File: src/rtl/fixed_mult_if.sv
// FIFO-side bundle for fixed_mult: two operand read ports and one result write port.
// master = FIFO/environment side, slave = multiply stage.
interface fixed_mult_if #(
  parameter int DATA_WIDTH = 32
) ();
  logic                  in_a_empty;
  logic [DATA_WIDTH-1:0] in_a_dout;
  logic                  in_a_rd_en;
  logic                  in_b_empty;
  logic [DATA_WIDTH-1:0] in_b_dout;
  logic                  in_b_rd_en;
  logic                  out_full;
  logic [DATA_WIDTH-1:0] out_din;
  logic                  out_wr_en;

  modport master (
    output in_a_empty, in_a_dout, in_b_empty, in_b_dout, out_full,
    input  in_a_rd_en, in_b_rd_en, out_din, out_wr_en
  );

  modport slave (
    input  in_a_empty, in_a_dout, in_b_empty, in_b_dout, out_full,
    output in_a_rd_en, in_b_rd_en, out_din, out_wr_en
  );
endinterface

File: src/rtl/fixed_mult.sv
// Three-stage signed fixed-point multiplier (operands -> product -> dequantized result).
// Optional FIXED_MULT_SAT_EN clamps the result to the signed DATA_WIDTH range instead of wrapping.
module fixed_mult #(
  parameter int DATA_WIDTH = 32,
  parameter int FRAC_BITS  = 10
) (
  input  logic          clock,
  input  logic          reset,
  fixed_mult_if.slave   bus
);
  localparam int PW = 2 * DATA_WIDTH;

  logic                         v1_reg, v2_reg, v3_reg;
  logic signed [DATA_WIDTH-1:0] a_reg, b_reg, q_reg;
  logic signed [PW-1:0]         p_reg;

  logic                         adv1, adv2, adv3, take;
  logic signed [PW-1:0]         a_ext, b_ext, p_next;
  logic        [PW-1:0]         p_mag;
  logic signed [PW-1:0]         q_full, q_clamp;
  logic signed [DATA_WIDTH-1:0] q_next;
  logic                         unused_bits;

  assign adv3 = v3_reg & ~bus.out_full;
  assign adv2 = v2_reg & (~v3_reg | adv3);
  assign adv1 = v1_reg & (~v2_reg | adv2);
  // Gated by reset so no FIFO is popped while the pipeline is being cleared.
  assign take = reset & ~bus.in_a_empty & ~bus.in_b_empty & (~v1_reg | adv1);

  assign bus.in_a_rd_en = take;
  assign bus.in_b_rd_en = take;
  assign bus.out_wr_en  = adv3;
  assign bus.out_din    = q_reg;

  assign a_ext  = {{DATA_WIDTH{a_reg[DATA_WIDTH-1]}}, a_reg};
  assign b_ext  = {{DATA_WIDTH{b_reg[DATA_WIDTH-1]}}, b_reg};
  assign p_next = a_ext * b_ext;

  // Divide by 2**FRAC_BITS rounding toward zero: shift the magnitude, then restore the sign.
  always_comb begin
    p_mag  = '0;
    q_full = '0;
    if (p_reg[PW-1]) begin
      p_mag  = -p_reg;
      q_full = -(p_mag >> FRAC_BITS);
    end else begin
      q_full = p_reg >>> FRAC_BITS;
    end
  end

`ifdef FIXED_MULT_SAT_EN
  localparam logic signed [PW-1:0] Q_MAX = {{(DATA_WIDTH+1){1'b0}}, {(DATA_WIDTH-1){1'b1}}};
  localparam logic signed [PW-1:0] Q_MIN = {{(DATA_WIDTH+1){1'b1}}, {(DATA_WIDTH-1){1'b0}}};

  always_comb begin
    q_clamp = q_full;
    if (q_full > Q_MAX) begin
      q_clamp = Q_MAX;
    end else if (q_full < Q_MIN) begin
      q_clamp = Q_MIN;
    end
  end
`else
  assign q_clamp = q_full;
`endif

  assign q_next      = q_clamp[DATA_WIDTH-1:0];
  assign unused_bits = ^q_clamp[PW-1:DATA_WIDTH];

  // Each stage loads when its predecessor advances, empties when it advances alone, else holds.
  always_ff @(posedge clock or negedge reset) begin
    if (!reset) begin
      v1_reg <= 1'b0;
      v2_reg <= 1'b0;
      v3_reg <= 1'b0;
      a_reg  <= '0;
      b_reg  <= '0;
      p_reg  <= '0;
      q_reg  <= '0;
    end else begin
      if (take) begin
        a_reg  <= bus.in_a_dout;
        b_reg  <= bus.in_b_dout;
        v1_reg <= 1'b1;
      end else if (adv1) begin
        v1_reg <= 1'b0;
      end

      if (adv1) begin
        p_reg  <= p_next;
        v2_reg <= 1'b1;
      end else if (adv2) begin
        v2_reg <= 1'b0;
      end

      if (adv2) begin
        q_reg  <= q_next;
        v3_reg <= 1'b1;
      end else if (adv3) begin
        v3_reg <= 1'b0;
      end
    end
  end
endmodule

File: src/flat_wrapper.sv
// flat-port wrapper written by rule: the top's interface ports become plain ports
module fixed_mult_flat 
#(
  parameter int DATA_WIDTH = 32,
  parameter int FRAC_BITS  = 10
)
  (clock, reset, bus_in_a_empty, bus_in_a_dout, bus_in_b_empty, bus_in_b_dout, bus_out_full, bus_in_a_rd_en, bus_in_b_rd_en, bus_out_din, bus_out_wr_en);
  fixed_mult_if #(.DATA_WIDTH(DATA_WIDTH)) bus_i ();
  input  logic clock;
  input  logic reset;
  input wire logic [$bits(bus_i.in_a_empty)-1:0] bus_in_a_empty;
  input wire logic [$bits(bus_i.in_a_dout)-1:0] bus_in_a_dout;
  input wire logic [$bits(bus_i.in_b_empty)-1:0] bus_in_b_empty;
  input wire logic [$bits(bus_i.in_b_dout)-1:0] bus_in_b_dout;
  input wire logic [$bits(bus_i.out_full)-1:0] bus_out_full;
  output wire logic [$bits(bus_i.in_a_rd_en)-1:0] bus_in_a_rd_en;
  output wire logic [$bits(bus_i.in_b_rd_en)-1:0] bus_in_b_rd_en;
  output wire logic [$bits(bus_i.out_din)-1:0] bus_out_din;
  output wire logic [$bits(bus_i.out_wr_en)-1:0] bus_out_wr_en;
  assign bus_i.in_a_empty = bus_in_a_empty;
  assign bus_i.in_a_dout = bus_in_a_dout;
  assign bus_i.in_b_empty = bus_in_b_empty;
  assign bus_i.in_b_dout = bus_in_b_dout;
  assign bus_i.out_full = bus_out_full;
  assign bus_in_a_rd_en = bus_i.in_a_rd_en;
  assign bus_in_b_rd_en = bus_i.in_b_rd_en;
  assign bus_out_din = bus_i.out_din;
  assign bus_out_wr_en = bus_i.out_wr_en;
  fixed_mult #(.DATA_WIDTH(DATA_WIDTH), .FRAC_BITS(FRAC_BITS)) u_core (.clock(clock), .reset(reset), .bus(bus_i));
endmodule
File: config.mk
export PLATFORM = sky130hd
export DESIGN_NAME = fixed_mult_flat
export DESIGN_NICKNAME = d
export VERILOG_FILES = /design/src/rtl/fixed_mult_if.sv /design/src/rtl/fixed_mult.sv /design/src/flat_wrapper.sv
export SDC_FILE = /design/constraint.sdc
export NUM_CORES = 2
export LEC_CHECK = 0
export ABC_CLOCK_PERIOD_IN_PS = 14170
export CORE_MARGIN = 2
export CORE_UTILIZATION = 45
export DETAILED_ROUTE_END_ITERATION = 12
export DONT_BUFFER_PORTS = 1
export PLACE_DENSITY = 0.58
export SYNTH_ARGS = -nofsm -noshare
export SYNTH_HDL_FRONTEND = slang
export SYNTH_SLANG_ARGS = --single-unit
File: constraint.sdc
create_clock -name clock -period 14.17 [get_ports clock]
set_input_delay 3.5425 -clock clock [delete_from_list [all_inputs] [get_ports clock]]
set_output_delay 3.5425 -clock clock [all_outputs]
set_load 0.02 [all_outputs]
### Word-level counts from Yosys, hierarchy flattened

Cells that the tools add are included.

* flip-flop bits (word level): 163
* output and inout bits: 35

* add/sub/neg operators: 2
* multiply operators: 1
* multiplexer cells: 7
* bitwise gates (word level): 15
* reduce and logical (&&, ||, !) cells: 3

Operators by type and width (count)
* 32-bit by 32-bit multiplier with 64-bit output: 1
* 42-bit negation: 1
* 32-bit two-way mux: 1
* 32-bit negation: 1
* 1-bit AND: 6
* 1-bit two-way mux: 6
* 1-bit inverter: 6
* 2-bit nonzero test: 3
* 1-bit OR: 3

### Logic depth before layout (Yosys ltp)

* depth in word-level cells: 9
* gate-level depth with buffers: 29
* mapped depth without buffers: 27

### Worst setup path after synthesis

Ideal clock, no wire load.

* kind: input -> output
* start: in bus_in_a_empty
* end: out bus_in_b_rd_en
* arrival time: 4.662 ns
* data required time: 10.628 ns
* path slack: 5.966 ns
* stages: 5
* buffers on the path: 2
* path through: nor2_1 > nand3_1 > inv_1 > clkbuf_1 > buf_4

* word-level cells in the longest chain between the ends: 4

RTL lines
* from (decl): RTL line flat_wrapper.sv:11 `input wire logic [$bits(bus_i.in_a_empty)-1:0] bus_in_a_empty;`
* 1-bit inverter: RTL line fixed_mult.sv:28 `assign take = reset & ~bus.in_a_empty & ~bus.in_b_empty & (~v1_reg | adv1);`
* 1-bit AND (3 in a row): RTL line fixed_mult.sv:28
* to (decl): RTL line flat_wrapper.sv:17 `output wire logic [$bits(bus_i.in_b_rd_en)-1:0] bus_in_b_rd_en;`

No other way between the ends.

### Worst setup path in the final report

* start: reg u_core.b_reg[5]
* end: reg u_core.p_reg[63]

* word-level cells in the longest chain between the ends: 1

RTL lines
* from (decl): RTL line fixed_mult.sv:14 `logic signed [DATA_WIDTH-1:0] a_reg, b_reg, q_reg;`
* from (signal assigned): RTL line fixed_mult.sv:83 `b_reg <= bus.in_b_dout;`
* 32-bit by 32-bit multiplier with 64-bit output: RTL line fixed_mult.sv:37 `assign p_next = a_ext * b_ext;`
* to (signal assigned): RTL line fixed_mult.sv:90 `p_reg <= p_next;`
* to (decl): RTL line fixed_mult.sv:15 `logic signed [PW-1:0] p_reg;`

No other way between the ends.
A chain may end at the register's enable or synchronous reset.

==> results.sh <==
export IMPL_status="completed"
export IMPL_drive_above_1_share=0.0285
export IMPL_ys_ff_latch=142
export IMPL_clockBufferDepth=2
export IMPL_cts_root_buf="clkbuf_16"
export IMPL_vias=28561
export IMPL_setup_viol=0
export IMPL_dieHeight_um=308
export IMPL_tritoncts="yes"
export IMPL_wl_met3_mm=3.25
export IMPL_fin_skew_ns=0.0264
export IMPL_grt_overflow_total=0
export IMPL_ant_nets=0
export IMPL_cts_inserted_buffers=17
export IMPL_ctsHoldBuffers=0
export IMPL_required_ns=14.58
export IMPL_path_clk_slew_ns=0.07
export IMPL_worst_slew_pin_slew_ns=0.982
export IMPL_stdcell_count=5566
export IMPL_tns_ns=0
export IMPL_grt_pass1_vias=31600
export IMPL_place_ws_ns=5.89
export IMPL_finalHoldViolations=0
export IMPL_gp_congestion=0.842
export IMPL_ys_types=63
export IMPL_layout_common_cells="inv_1 (1082), fa_1 (1082), nand2_1 (873), and2_1 (441), ha_1 (185)"
export IMPL_arrival_ns=8.74
export IMPL_clk_latency_ns=0.50
export IMPL_drt_iter0_markers=1439
export IMPL_max_freq_ghz=0.120
export IMPL_synthFlopType="dfrtp_1"
export IMPL_cts_setup_buffers=0
export IMPL_drt_total_wl_mm=111
export IMPL_maxSlewViolCount=0
export IMPL_antenna_found_initial=0
export IMPL_clock_sinks=142
export IMPL_postSynthCellCount=4516
export IMPL_io_buffers=0
export IMPL_grt_max_degree=145
export IMPL_rsz0062_at_grt="no"
export IMPL_die_area_um2=94800
export IMPL_syn_area_um2=41600
export IMPL_ios=104
export IMPL_ctsResizeCount=0
export IMPL_hpwl_mm=85.0
export IMPL_post_drt_wl_per_cell_um=20.0
export IMPL_syn2layout_area_growth_pct=4.03
export IMPL_drc_errors=0
export IMPL_chipWidth_um=308
export IMPL_grt_usage=0.251
export IMPL_ys_seq_area_frac=0.0855
export IMPL_core_region_area_um2=91500
export IMPL_htreeDepth=4
export IMPL_highest_layer="met4"
export IMPL_largest_reg_flops=43
export IMPL_met1_length_mm=43.2
export IMPL_syn_area_per_cell_um2=9.20
export IMPL_met2_length_mm=60.7
export IMPL_synth_warnings=0
export IMPL_relSlewSlack=0.346
export IMPL_endpoint_kind="flip-flop"
export IMPL_place_inst=5535
export IMPL_worstPathMaxFanout=33
export IMPL_hp_class="reg -> reg"
export IMPL_worstSetupPathType="reg -> reg"
export IMPL_drtPass1Iterations=7
export IMPL_maxCapViolations=0
export IMPL_vias_per_cell=5.13
export IMPL_grt_pass1_wl_mm=180
export IMPL_rows=111
export IMPL_final_util=0.472
export IMPL_syn_nets=5852
export IMPL_layout_setup_ws_ns=5.84
export IMPL_async_reset_ff_frac=1.00
export IMPL_period_minus_slack_ns=8.33
export IMPL_synth_edf_count=0
export IMPL_n_antenna_cell=0
export IMPL_finalCritPeriodShare=0.588
export IMPL_start_util=0.454
export IMPL_cp_start_kind="flip-flop"
export IMPL_nNetsFinal=5704
per-layer routing:
| layer | up-vias | track usage |
|---|---|---|
| met5 | - | 0 |
| met4 | 0 | 0.0915 |
| met3 | 185 | 0.0213 |
| met2 | 562 | 0.467 |
| met1 | 15218 | 0.302 |
| li1 | 12596 | - |
kinds of logic after synthesis:
kind of cell             Yosys count  synth area share
AND/OR/NAND/NOR                 1488             0.169
flip-flops                       142            0.0855
multiplexers                       3          0.000753
XOR/XNOR                          81            0.0171
AO/OA/AOI/OAI                    217            0.0311
buffers and inverters           1318             0.120
adder cells (fa/ha/maj)         1267             0.577
cell type report:
cell class	count	area (µm²)
Clock buffer	18	439
Clock inverter	13	123
Fill cell	8780	48300
Inverter	1083	4070
Multi-Input combinational cell	3056	33000
Sequential cell	142	3560
Tap cell	1186	1480
Timing Repair Buffer	68	510
synthesized netlist by cell type, types with 3 or more instances:
master | number | area (µm²)
a211oi_1 | 6 | 45.0
or3_1 | 6 | 37.5
o21bai_1 | 7 | 52.6
clkbuf_1 | 227 | 852
ha_1 | 185 | 2310
and2_1 | 441 | 2760
a31oi_1 | 9 | 56.3
o31a_1 | 3 | 26.3
xnor2_1 | 39 | 342
inv_1 | 1083 | 4070
xor2_1 | 42 | 368
or2_2 | 3 | 18.8
a21oi_1 | 45 | 225
and3_1 | 11 | 68.8
nor4_1 | 7 | 43.8
o21ai_0 | 93 | 465
nand4_1 | 18 | 113
fa_1 | 1082 | 21700
nand3_1 | 21 | 105
nand2b_1 | 15 | 93.8
o31ai_1 | 3 | 22.5
or4_1 | 4 | 30.0
nor2b_1 | 7 | 43.8
and4_1 | 7 | 61.3
o21ai_1 | 7 | 35.0
nor3_1 | 10 | 50.1
dfrtp_1 | 142 | 3550
nand4b_1 | 4 | 35.0
nor2_1 | 50 | 188
buf_4 | 3 | 22.5
nand2_1 | 875 | 3280
a21o_1 | 19 | 143
a21boi_0 | 3 | 22.5
worst paths after layout:
kind / startpoint / to / slack (ns) / depth (start not counted)
max: u_core.b_reg[5] / u_core.p_reg[63] / 5.84 / 25
min: u_core.p_reg[5] / u_core.p_reg[5] / 0.47 / 2
max reg2reg: u_core.b_reg[5] / u_core.p_reg[63] / 5.84 / 25
min reg2reg: u_core.p_reg[5] / u_core.p_reg[5] / 0.47 / 2
max in group asynchronous: reset / u_core.b_reg[20] / 11.20 / 0
min in group asynchronous: reset / u_core.b_reg[3] / 2.74 / 0
per-stage QoR:
| step | hold WS (ns) | cell area [µm²] |
|---|---|---|
| after floorplan | 0.441 | 41600 |
| after global placement | 0.458 | 42700 |
| after detailed placement | 0.463 | 42700 |
| after CTS | 0.479 | 43200 |
| after global routing | 0.516 | 43200 |
| final | 0.474 | 43200 |
worst max-delay path, stage by stage (launching register included):
cell and delay [ns]:
dfrtp_1 0.34, buf_4 0.36, nand2_1 0.23, inv_1 0.13, fa_1 0.42, inv_1 0.23
fa_1 0.51, inv_1 0.20, fa_1 0.49, fa_1 0.87, inv_1 0.44, fa_1 0.59
inv_1 0.05, fa_1 0.54, fa_1 0.43, fa_1 0.48, ha_1 0.30, a21o_1 0.16
a21o_1 0.16, a21oi_1 0.12, o21ai_0 0.08, a31oi_1 0.18, o32a_1 0.20, o2111ai_1 0.14
or3_1 0.37, a31oi_1 0.16
Power is not shown: default switching activity piles up to over one toggle a cycle in this logic, so the estimate is an artifact.
